`src/rtl/mem_access_pkg.sv`:
```
// Shared encodings for the load/store front end: access sizes, FSM states and lane geometry.
package mem_access_pkg;

  localparam int WORD_BYTES = 8;
  localparam int LANE_W     = 3;

  localparam logic [1:0] SZ_B = 2'd0;
  localparam logic [1:0] SZ_H = 2'd1;
  localparam logic [1:0] SZ_W = 2'd2;
  localparam logic [1:0] SZ_D = 2'd3;

  typedef enum logic [1:0] {
    IDLE = 2'd0,
    RD   = 2'd1,
    WR   = 2'd2,
    RESP = 2'd3
  } state_e;

  // Natural alignment: the lane must be a multiple of the access size in bytes.
  function automatic logic misaligned(input logic [LANE_W-1:0] lane, input logic [1:0] size);
    case (size)
      SZ_B:    return 1'b0;
      SZ_H:    return lane[0];
      SZ_W:    return |lane[1:0];
      default: return |lane;
    endcase
  endfunction

endpackage

```
`src/rtl/mem_lane_align.sv`:
```
// Byte-lane steering for one 64-bit word: extended load extraction and read-modify-write merge.
module mem_lane_align
  import mem_access_pkg::*;
(
  input  logic [LANE_W-1:0] lane,
  input  logic [1:0]        size,
  input  logic              sign,
  input  logic [63:0]       rdbuf,
  input  logic [63:0]       wdata,
  output logic [63:0]       load_data,
  output logic [63:0]       store_data,
  output logic [63:0]       mask
);

  logic [63:0] size_mask;
  logic [63:0] raw;
  logic [5:0]  shamt;
  logic        sbit;

  assign shamt = {lane, 3'b000};

  always_comb begin
    size_mask = '1;
    sbit      = raw[63];
    case (size)
      SZ_B: begin size_mask = 64'h0000_0000_0000_00FF; sbit = raw[7];  end
      SZ_H: begin size_mask = 64'h0000_0000_0000_FFFF; sbit = raw[15]; end
      SZ_W: begin size_mask = 64'h0000_0000_FFFF_FFFF; sbit = raw[31]; end
      default: begin size_mask = '1; sbit = raw[63]; end
    endcase
  end

  assign raw        = (rdbuf >> shamt) & size_mask;
  assign load_data  = (sign && sbit) ? (raw | ~size_mask) : raw;
  assign mask       = size_mask << shamt;
  // A double access is always lane 0, so the merge degenerates to wdata.
  assign store_data = (rdbuf & ~mask) | ((wdata << shamt) & mask);

endmodule

```
`src/rtl/mem_access_unit.sv`:
```
// Single-outstanding load/store front end to a 64-bit word-addressed data memory.
// Optional range check enabled by defining MEM_ACCESS_UNIT_BOUNDS_CHECK_EN.
module mem_access_unit
  import mem_access_pkg::*;
#(
  parameter int ADDR_W    = 64,
  parameter int DATA_W    = 64,
  parameter int MEM_WORDS = 5
) (
  input  logic              clock,
  input  logic              reset,
  input  logic              req_valid,
  output logic              req_ready,
  input  logic              req_write,
  input  logic [1:0]        req_size,
  input  logic              req_signed,
  input  logic [ADDR_W-1:0] req_addr,
  input  logic [DATA_W-1:0] req_wdata,
  output logic              resp_valid,
  output logic [DATA_W-1:0] resp_rdata,
  output logic              resp_error,
  output logic              mem_read,
  output logic              mem_write,
  output logic [ADDR_W-1:0] mem_address,
  output logic [DATA_W-1:0] mem_writeData,
  input  logic [DATA_W-1:0] mem_readData,
  output logic [1:0]        dbg_state
);

  // Handshake: a request is taken on a rising edge where req_valid && req_ready;
  // req_ready is high only in IDLE and resp_valid is a single-cycle pulse with no backpressure.

  localparam logic [1:0] S_IDLE = IDLE;
  localparam logic [1:0] S_RD   = RD;
  localparam logic [1:0] S_WR   = WR;
  localparam logic [1:0] S_RESP = RESP;

  logic [1:0]        state;
  logic [ADDR_W-1:0] addr_q;
  logic [1:0]        size_q;
  logic              write_q;
  logic              signed_q;
  logic [DATA_W-1:0] wdata_q;
  logic [DATA_W-1:0] rdbuf;
  logic              err_q;

  logic              oob;
  logic              req_err;
  logic [DATA_W-1:0] load_word;
  logic [DATA_W-1:0] store_word;
  logic [DATA_W-1:0] lane_mask;

`ifdef MEM_ACCESS_UNIT_BOUNDS_CHECK_EN
  assign oob = {{LANE_W{1'b0}}, req_addr[ADDR_W-1:LANE_W]} >= ADDR_W'(MEM_WORDS);
`else
  assign oob = 1'b0;
`endif

  assign req_err = oob || misaligned(req_addr[LANE_W-1:0], req_size);

  always_ff @(posedge clock) begin
    if (reset) begin
      state    <= S_IDLE;
      addr_q   <= '0;
      size_q   <= '0;
      write_q  <= 1'b0;
      signed_q <= 1'b0;
      wdata_q  <= '0;
      rdbuf    <= '0;
      err_q    <= 1'b0;
    end else begin
      case (state)
        S_IDLE: begin
          if (req_valid) begin
            addr_q   <= req_addr;
            size_q   <= req_size;
            write_q  <= req_write;
            signed_q <= req_signed;
            wdata_q  <= req_wdata;
            err_q    <= req_err;
            if (req_err)                         state <= S_RESP;
            else if (req_write && req_size == SZ_D) state <= S_WR;
            else                                 state <= S_RD;
          end
        end
        S_RD: begin
          rdbuf <= mem_readData;
          state <= write_q ? S_WR : S_RESP;
        end
        S_WR:    state <= S_RESP;
        default: state <= S_IDLE;
      endcase
    end
  end

  mem_lane_align u_align (
    .lane       (addr_q[LANE_W-1:0]),
    .size       (size_q),
    .sign       (signed_q),
    .rdbuf      (rdbuf),
    .wdata      (wdata_q),
    .load_data  (load_word),
    .store_data (store_word),
    .mask       (lane_mask)
  );

  // The address stays on the latched word index after the access; only strobes drop.
  assign mem_address   = {{LANE_W{1'b0}}, addr_q[ADDR_W-1:LANE_W]};
  assign mem_read      = (state == S_RD);
  assign mem_write     = (state == S_WR);
  assign mem_writeData = mem_write ? (store_word & ((lane_mask | ~lane_mask))) : '0;
  assign req_ready     = (state == S_IDLE);
  assign resp_valid    = (state == S_RESP);
  assign resp_error    = resp_valid && err_q;
  assign resp_rdata    = (resp_valid && !err_q && !write_q) ? load_word : '0;
  assign dbg_state     = state;

endmodule

```
`config.mk`:
```
export PLATFORM = sky130hd
export DESIGN_NAME = mem_access_unit
export DESIGN_NICKNAME = d
export VERILOG_FILES = /design/src/rtl/mem_access_pkg.sv /design/src/rtl/mem_lane_align.sv /design/src/rtl/mem_access_unit.sv
export SDC_FILE = /design/constraint.sdc
export NUM_CORES = 1
export LEC_CHECK = 0
export ABC_CLOCK_PERIOD_IN_PS = 2900
export CAP_MARGIN = 25
export CELL_PAD_IN_SITES_DETAIL_PLACEMENT = 0
export CELL_PAD_IN_SITES_GLOBAL_PLACEMENT = 1
export CORE_MARGIN = 2
export CORE_UTILIZATION = 33
export DETAILED_ROUTE_END_ITERATION = 10
export HOLD_SLACK_MARGIN = 0.08
export PLACE_DENSITY_LB_ADDON = 0.2
export SETUP_SLACK_MARGIN = 0.02
export SYNTH_ARGS = -nofsm -noshare
export SYNTH_HDL_FRONTEND = slang
export SYNTH_SLANG_ARGS = --single-unit
```
`constraint.sdc`:
```
create_clock -name clock -period 2.9 [get_ports clock]
set_input_delay 0.58 -clock clock [delete_from_list [all_inputs] [get_ports clock]]
set_output_delay 0.58 -clock clock [all_outputs]
set_load 0.05 [all_outputs]
```
After elaboration in Yosys (flattened, before gate mapping)
Index checks and enable logic that the tools add are counted.
{ "totals": {"inputBits": 199, "ff_bits": 199, "out_inout_bits": 199, "wordCells": 53} }
{ "op_classes": {"n_eq_ne": 9, "shift": 3, "n_reduce_logical": 13, "n_mux": 11, "n_bitwise": 9} }
{ "op_table": {"columns": ["op", "n"], "rows": [
  ["64-bit bitwise AND", 4],
  ["64-bit 2-to-1 mux", 3],
  ["64-bit bitwise OR", 3],
  ["64-bit one-hot mux with 3 select lines", 1],
  ["64-bit NOT", 2],
  ["64-bit by 6-bit left shift with 64-bit output", 2],
  ["64-bit by 6-bit >> shifter with 64-bit output", 1],
  ["2-bit equality test (second input constant)", 5],
  ["2-bit by 1-bit equality test with 1-bit output (second input constant)", 3],
  ["2-bit logical NOT", 3],
  ["2-bit 2-to-1 mux", 3],
  ["1-bit one-hot mux with 3 select lines", 2],
  ["2-bit one-hot mux with 3 select lines", 1],
  ["1-bit logical AND", 5],
  ["3-bit OR reduction", 1],
  ["1-bit logical NOT", 2],
  ["2-bit inequality test (second input constant)", 1],
  ["2-bit AND reduction", 1],
  ["2-bit OR reduction", 1],
  ["1-bit 2-to-1 mux", 1]
]} }

Longest topological paths before layout
{ "depth": {"depth_word": 8, "depth_mapped": 9, "mapped_depth_nobuf": 6} }

Cells and area by module
From an unflattened synthesis, not the netlist that was laid out.
{ "hier_totals": {"cells_unflattened": 1680, "area_unflattened_um2": 13721.9} }
{ "by_module_without_submodules": {"columns": ["module", "seq_area_each_um2", "area_per_inst_um2", "cells_each", "instances"], "rows": [
  ["mem_access_unit", 3983.8, 8406.8, 1018, 1],
  ["mem_lane_align", 0.0, 5315.1, 662, 1]
]} }

Worst setup path before layout
No wires, ideal clock.
{ "synth_path": {"kind": "register to output", "start": "register state[1] (netlist: dbg_state[1])", "end": "output port resp_rdata[48]", "path_slack_ps": -1308, "required_ps": 2320, "arrival_time_ps": 3628, "path_stages_with_launch": 7, "cell_sequence": "dfxtp_1 -> ha_1 -> nor3b_2 -> nand3_1 -> or3_1 -> buf_1 -> o21ai_0"} }
{ "synth_via": {"elab_chain_len": 4} }
{ "synth_rtl": {"columns": ["element", "line_no", "rtl"], "rows": [
  ["start: declaration", "mem_access_unit.sv:38", "logic [1:0] state;"],
  ["start signal: assignment", "mem_access_unit.sv:88", "state <= write_q ? S_WR : S_RESP;"],
  ["2-bit equality test", "mem_access_unit.sv:113", "assign resp_valid = (state == S_RESP);"],
  ["named net resp_valid", "mem_access_unit.sv:19", "output logic resp_valid,"],
  ["1-bit logical AND (2 in series)", "mem_access_unit.sv:115", "assign resp_rdata = (resp_valid && !err_q && !write_q) ? load_word : '0;"],
  ["64-bit 2-to-1 mux", "mem_access_unit.sv:115", null],
  ["end: declaration", "mem_access_unit.sv:20", "output logic [DATA_W-1:0] resp_rdata,"]
]} }
The timed path passes the listed nets, and every way through them passes these cells.

Worst setup path in the final report
{ "layout_path": {"start": "register addr_q[1]", "end": "output port resp_rdata[51]"} }
{ "layout_via": {"elab_chain_len": 6, "word_cells_on_any_way": 7} }
{ "layout_rtl": {"columns": ["element", "line_no", "rtl"], "rows": [
  ["start: declaration", "mem_access_unit.sv:39", "logic [ADDR_W-1:0] addr_q;"],
  ["start signal: assignment", "mem_access_unit.sv:75", "addr_q <= req_addr;"],
  ["64-bit by 6-bit >> shifter with 64-bit output (*)", "mem_lane_align.sv:33", "assign raw = (rdbuf >> shamt) & size_mask;"],
  ["64-bit bitwise AND (*)", "mem_lane_align.sv:33", null],
  ["1-bit one-hot mux with 3 select lines", "mem_lane_align.sv:25", "case (size)"],
  ["1-bit logical AND", "mem_lane_align.sv:34", "assign load_data = (sign && sbit) ? (raw | ~size_mask) : raw;"],
  ["64-bit 2-to-1 mux (*)", "mem_lane_align.sv:34", null],
  ["64-bit 2-to-1 mux (*)", "mem_access_unit.sv:115", null]
]} }
Mark *: on every way between the ends. The rest lies on a longest branch, timed or not.

==> results.txt <==
leading cell type in the layout, fill and taps excluded -> nand2_1
global-route wire length before repair -> 81.3 mm
Final Hold Vio Count -> 0
fraction of final layout cells sized beyond drive strength 1 -> 35.1%
Synth Instances -> 1545
Iter 0 DRT Violations -> 999
unrepaired setup endpoints after global routing -> true
Clock Latency Late Sink -> 450 ps
H-tree Lvls -> 4
area leader, netlist -> dfxtp_1
drt pass-1 iters -> 10
DP HPWL -> 39.9 mm
Hold WS -> 453 ps
PnR worst setup slack -> -414 ps
area delta synth->final -> 77.7%
worst-path cell chain -> mux2_4 > mux4_2 > nor3b_4 > a211oi_4 > buf_12 > buf_12 > buf_12 > o21ai_4 > buf_6
most frequent CP cell -> buf_12
post-route DRC violation count -> 26
die width -> 194 microns
Hold Buf Count CTS -> 0
Max VDD drop -> 0.520 mV
Post-synth EDFFs -> 0
# port buffers -> 394
gpl congestion -> 0.919
CTS tree -> built
Fmax -> 0.302 GHz
CP max-delay cell -> mux4_2
post-placement setup slack -> 6.40 ps
worst hold path type -> reg2reg
register area share after synthesis -> 33.3%
fin util -> 59.6%
Critical Path Sink Type -> output port
Synth Flop Type -> dfxtp_1
maximum clock insertion buffer count -> 2
Total Wirelength -> 55.5 mm
Final ANT Viol Nets -> 0
root buffer cell -> clkbuf_16
Mean Syn Cell Area -> 7.74 sq um
starting density of the core -> 33.5%
Cell Pwr Density -> 692 mW/mm^2
Die Y -> 194 microns
hold_sp -> addr_q[46]
outcome -> complete, but fails checks
WS Path Type -> reg2out
worst r2r src -> dbg_state[0]
core area -> 0.0357 sq mm
DR WL/cell -> 22.8 microns
I/O pin count -> 398
worst clock skew -> 7.59 ps
top cells by area, synth -> dfxtp_1 33%, mux2i_1 13%, nand2_1 12%, a21oi_1 8.5%, mux4_2 5.7%
Worst path top cell family by delay -> multiplexers
Final setup viols -> 117
vias in the first global route -> 13000
clock buffer count from CTS -> 17
Synth async-reset ratio -> 0%
Slew HR -> 60.7%
Via Count -> 13100
Worst Path Arrival -> 2730 ps
Total GRT Usage -> 28.3%
WP data required -> 2320 ps
Tcrit/Tclk final -> 114%
Synth top area share -> 33.3%
Yosys cell types -> 55
worst slew pin tran -> 588 ps
area of the mapped netlist -> 0.0120 sq mm
LEAKAGE -> 7.67 nW
grt ovf -> 0
Clock Pin Slew Worst Setup and Hold Paths -> 70 ps
final-report max-slew violation count -> 0
Synth Register Bits -> 199
die area -> 0.0378 sq mm
Setup crit start -> addr_q[1]
worst-path fanout max -> 8
commonest cells after routing, fill and taps aside -> 346 x nand2_1, 265 x clkdlybuf4s50_1, 192 x dfxtp_1
fin crit period -> 3310 ps
fin nets -> 2158
failing checks -> design-rule violations, negative setup slack
Yosys warning count -> 0
initial antenna violation count -> 2
Critical Path Start Type -> register
pin count of the biggest net entering global routing -> 85
clk sinks -> 199
MaxCap Viol Count -> 0
Bufs and invs on worst path -> 4
Crit path largest cell delay -> 500 ps
Rows -> 69
vias per cell -> 5.40
==> kinds of logic (layout without fill, tap and decap cells) <==
| group | after synthesis | in the layout | synth area share [%] |
|---|---|---|---|
| buffers and inverters | 200 | 619 | 8.92 |
| AOI/OAI and AO/OA | 348 | 348 | 17.4 |
| and+or+nand+nor | 596 | 596 | 20.1 |
| DFF | 199 | 199 | 33.3 |
| adders and majority gates | 4 | 4 | 0.419 |
| other | 1 | 5 | 0.0314 |
| muxes | 197 | 197 | 19.8 |
==> where the power goes <==
part           internal [mW]  switching [mW]  leakage [nW]
Sequential              3.25           0.779          1.63
Clock                   1.37            1.12         0.286
Combinational           3.48            4.70          5.75
==> per-layer routing <==
metal	up-vias	wire, microns	global-route usage, %	share of wire (%)
met3	120	4040	6.14	7.3
met5	-	0	0	0
li1	6046	-	-	-
met1	6315	22300	34.7	40
met2	629	26900	47.5	48
met4	0	2340	12.8	4.2
==> synth_stat cells (5+ instances only) <==
cell	instances
a211oi_1	58
a21oi_1	203
a2bb2oi_1	9
a311oi_1	5
and3_1	7
buf_1	19
buf_2	30
buf_4	65
clkbuf_1	74
dfxtp_1	199
inv_1	6
mux2_2	16
mux2i_1	150
mux4_2	30
nand2_1	375
nor2_1	160
nor2b_1	17
nor3_1	11
o211ai_1	8
o21ai_0	33
o21ai_2	6
==> final timing paths <==
check | end | slack, ps | cells after the start
hold / removal | addr_q[46] | 450 | 2
hold reg to reg | addr_q[46] | 450 | 2
setup / recovery | resp_rdata[51] | -410 | 9
setup reg to reg | addr_q[44] | 1030 | 6
==> sequential cells by signal, indices dropped and copies added (netlist names) <==
signal,flops
addr_q,64
signed_q,1
wdata_q,64
err_q,1
write_q,1
size_q,2
rdbuf,64
dbg_state,2
==> final cells by class <==
| cell class | instances | area (sq um) |
|---|---|---|
| Fill cell | 3094 | 14400 |
| Timing Repair Buffer | 581 | 7010 |
| Multi-Input combinational cell | 1148 | 9020 |
| Clock inverter | 12 | 153 |
| Clock buffer | 18 | 439 |
| Inverter | 8 | 31.3 |
| Tap cell | 461 | 577 |
| Sequential cell | 199 | 4010 |
| Antenna cell | 2 | 5.00 |
==> tightest hold or removal path: cells and delay by family, from the launching register on <==
| kind | cells | cell delay [ps] |
|---|---|---|
| and+or+nand+nor | 1 | 50 |
| DFF | 1 | 310 |
| AOI/OAI and AO/OA | 1 | 50 |
==> per-stage QoR <==
step | setup TNS, ps | std cells | instance area [sq um] | power [mW]
finish | -27680 | 2429 | 21200 | 14.7
CTS | -30960 | 2407 | 20400 | 14.2
floorplan | -568 | 1547 | 12600 | 8.11
global route | -34960 | 2429 | 21200 | 15.3
global placement | 0 | 2310 | 17700 | 10.6
detailed placement | 0 | 2310 | 17700 | 10.6
==> what timing repair did <==
| action | CTS | global route |
|---|---|---|
| endpoints found under the setup margin | 119 | 127 |
| pin swaps | 73 | 60 |
| gates resized for setup | 321 | 155 |
| buffers inserted | 53 | 29 |
| cloned | 14 | 3 |
(Power assumes the default switching activity.)
==> edit (config.mk and constraints unchanged) <==
Build with the macro `MEM_ACCESS_UNIT_BOUNDS_CHECK_EN` defined.
--- a/src/rtl/mem_access_unit.sv
+++ b/src/rtl/mem_access_unit.sv
@@ -1,4 +1,6 @@
 // Single-outstanding load/store front end to a 64-bit word-addressed data memory.
 // Optional range check enabled by defining MEM_ACCESS_UNIT_BOUNDS_CHECK_EN.
+`define MEM_ACCESS_UNIT_BOUNDS_CHECK_EN
+
 module mem_access_unit
   import mem_access_pkg::*;
Function: changed (Yosys sat finds a counterexample within 4 cycles, from zero or initial values and one cycle with reset high).
==> edit against the original RTL <==
The run ends with negative setup slack left. Count of clock-buffer cells in the layout unchanged. Setup slack better by 160 ps. Via count up 5.0%. Area after synthesis up 4.9%. Design area up 3.2%. Synthesized cell count up 2.7%. Routed wire length up 8.9%. Sequential cell count unchanged. Power up 10%. Critical endpoint is now resp_rdata[50].
==> edit: results (changes against the original RTL) <==
via-per-instance ratio=5.448 (+0.94%); ratio of cells with drive above 1 in the final layout=35.78% (+0.63 points); CP top delay family=compound AO/OA/AOI/OAI gates; met2 global-route usage=48.38% (+0.89 points); GP Congestion=0.9312 (+1.3%); M1 WL=24,540 um (+10%); register area share after synthesis=31.76% (-1.6 points); Post-synth top cells=nand2_1 (319), dfxtp_1 (199), a21oi_1 (196); DP Cell Count=2,394 (+3.6%); Worst path slowest cell=dfxtp_4; wire per inst=23.91 um (+4.6%); Top Registers=addr_q (64), rdbuf (64), wdata_q (64); Synth area leaders=dfxtp_1 (32%), mux2i_1 (12%), nand2_1 (9.5%), a21oi_1 (7.8%), mux4_2 (6.8%); nets@finish=2,205 (+2.2%); Setup Viol. Count Final=96 (-18%); initial antenna violation count=3 (+1); Async SR Flop Fraction=0% (unchanged); Main synth FF type=dfxtp_1; setup tns final=-14,560 ps (+13,120 ps); worst-case vdd ir drop=0.0006945 V (+33%); Highest Signal Layer=met5; GR Util met1=36.18% (+1.5 points); gr usage total=29.13% (+0.88 points); WL met3=4270 um (+5.8%); vias in the first global route=13,022 (+0.25%); Clk Latency, worst-skew pair=470 ps (+20 ps); Lkg Pwr=7.756 nW (+1.1%); Layout Skew=5.691 ps (-1.895 ps); status=finished with violations; final cell count without fillers=2,528 (+4.1%); dpl ws=-38.58 ps (-44.98 ps); final worst slack=-253.1 ps (+161.2 ps); largest net degree at the start of global routing=70 (-18%); Initial DRC Count=998 (-0.10%); DR pass1 iterations=5 (-5); worst-path fanout max=10 (+2); clock tree buffer depth=2 (unchanged); Max-slew headroom=56.43% (-4.3 points); antenna-violating nets left=0 (unchanged); number of distinct library cells after synthesis=57 (+3.6%); failing checks=negative setup slack; met2 routed WL=28,630 um (+6.6%); met3 usage in global routing=6.629% (+0.49 points); CP peak stage delay=420 ps (-80 ps); cells after synthesis=1,586 (+2.7%); hpwl dp=43,790 um (+9.8%); first-pass GRT wire length=85,110 um (+4.7%); Area after DPL=18,170 um^2 (+2.9%); Arrival @ worst endpoint=2570 ps (-160 ps)
==> edit: cell types whose count changed in the layout (fill, tap and decap cells not counted), sizes merged, moves of 9 or more <==
| cell | change |
|---|---|
| inv | +16 |
| nor2 | +44 |
| o211a | +12 |
| clkbuf | +9 |
| nand2 | -60 |
| nor4 | +15 |
| a211oi | -11 |
==> edit: where the power goes <==
part / internal, W / switching (W)
combinational: 0.00408 / 0.00546
clock: 0.00132 / 0.00123
sequential: 0.00327 / 0.000858
==> edit: timing repair <==
action	CTS	global route
gates resized for setup	218	247
setup endpoints to repair	120	120
hold buffers	0	0
cloned	10	7
setup buffers	48	41
pin swaps	45	56
==> edit: kinds of logic (layout without fill, tap and decap cells) <==
kind of cell / after synthesis / count (layout) / share of synthesized area [%]
buf+inv: 219 / 645 / 9.288
fa+ha+maj: 4 / 4 / 0.3991
flops: 199 / 199 / 31.76
simple gates: 588 / 588 / 19.58
other cells: 1 / 5 / 0.02990
compound gates: 369 / 370 / 18.45
mux: 206 / 206 / 20.49
==> edit: final timing paths <==
path | start | end | cells past startpoint | slack [ps]
hold reg to reg | addr_q[35] | addr_q[35] | 2 | 460
setup / recovery | addr_q[2] | resp_rdata[50] | 8 | -250
setup reg to reg | dbg_state[0] | addr_q[17] | 6 | 990
hold / removal | addr_q[35] | addr_q[35] | 2 | 460
==> edit: tightest hold or removal path, delay by kind of cell, from the launching register on <==
family / cells / cell delay (ps)
compound gates: 1 / 50
flops: 1 / 310
simple gates: 1 / 50
==> edit: area by class of cell <==
class,instances,area (um^2)
diodes,2,5.005
clock buffers,18,429.2
clock inverters,14,185.2
fillers,3249,15660
inverters,17,63.81
multi-input cells,1171,9428
flip-flops and latches,199,3999
well taps,511,639.4
repair buffers,596,7172
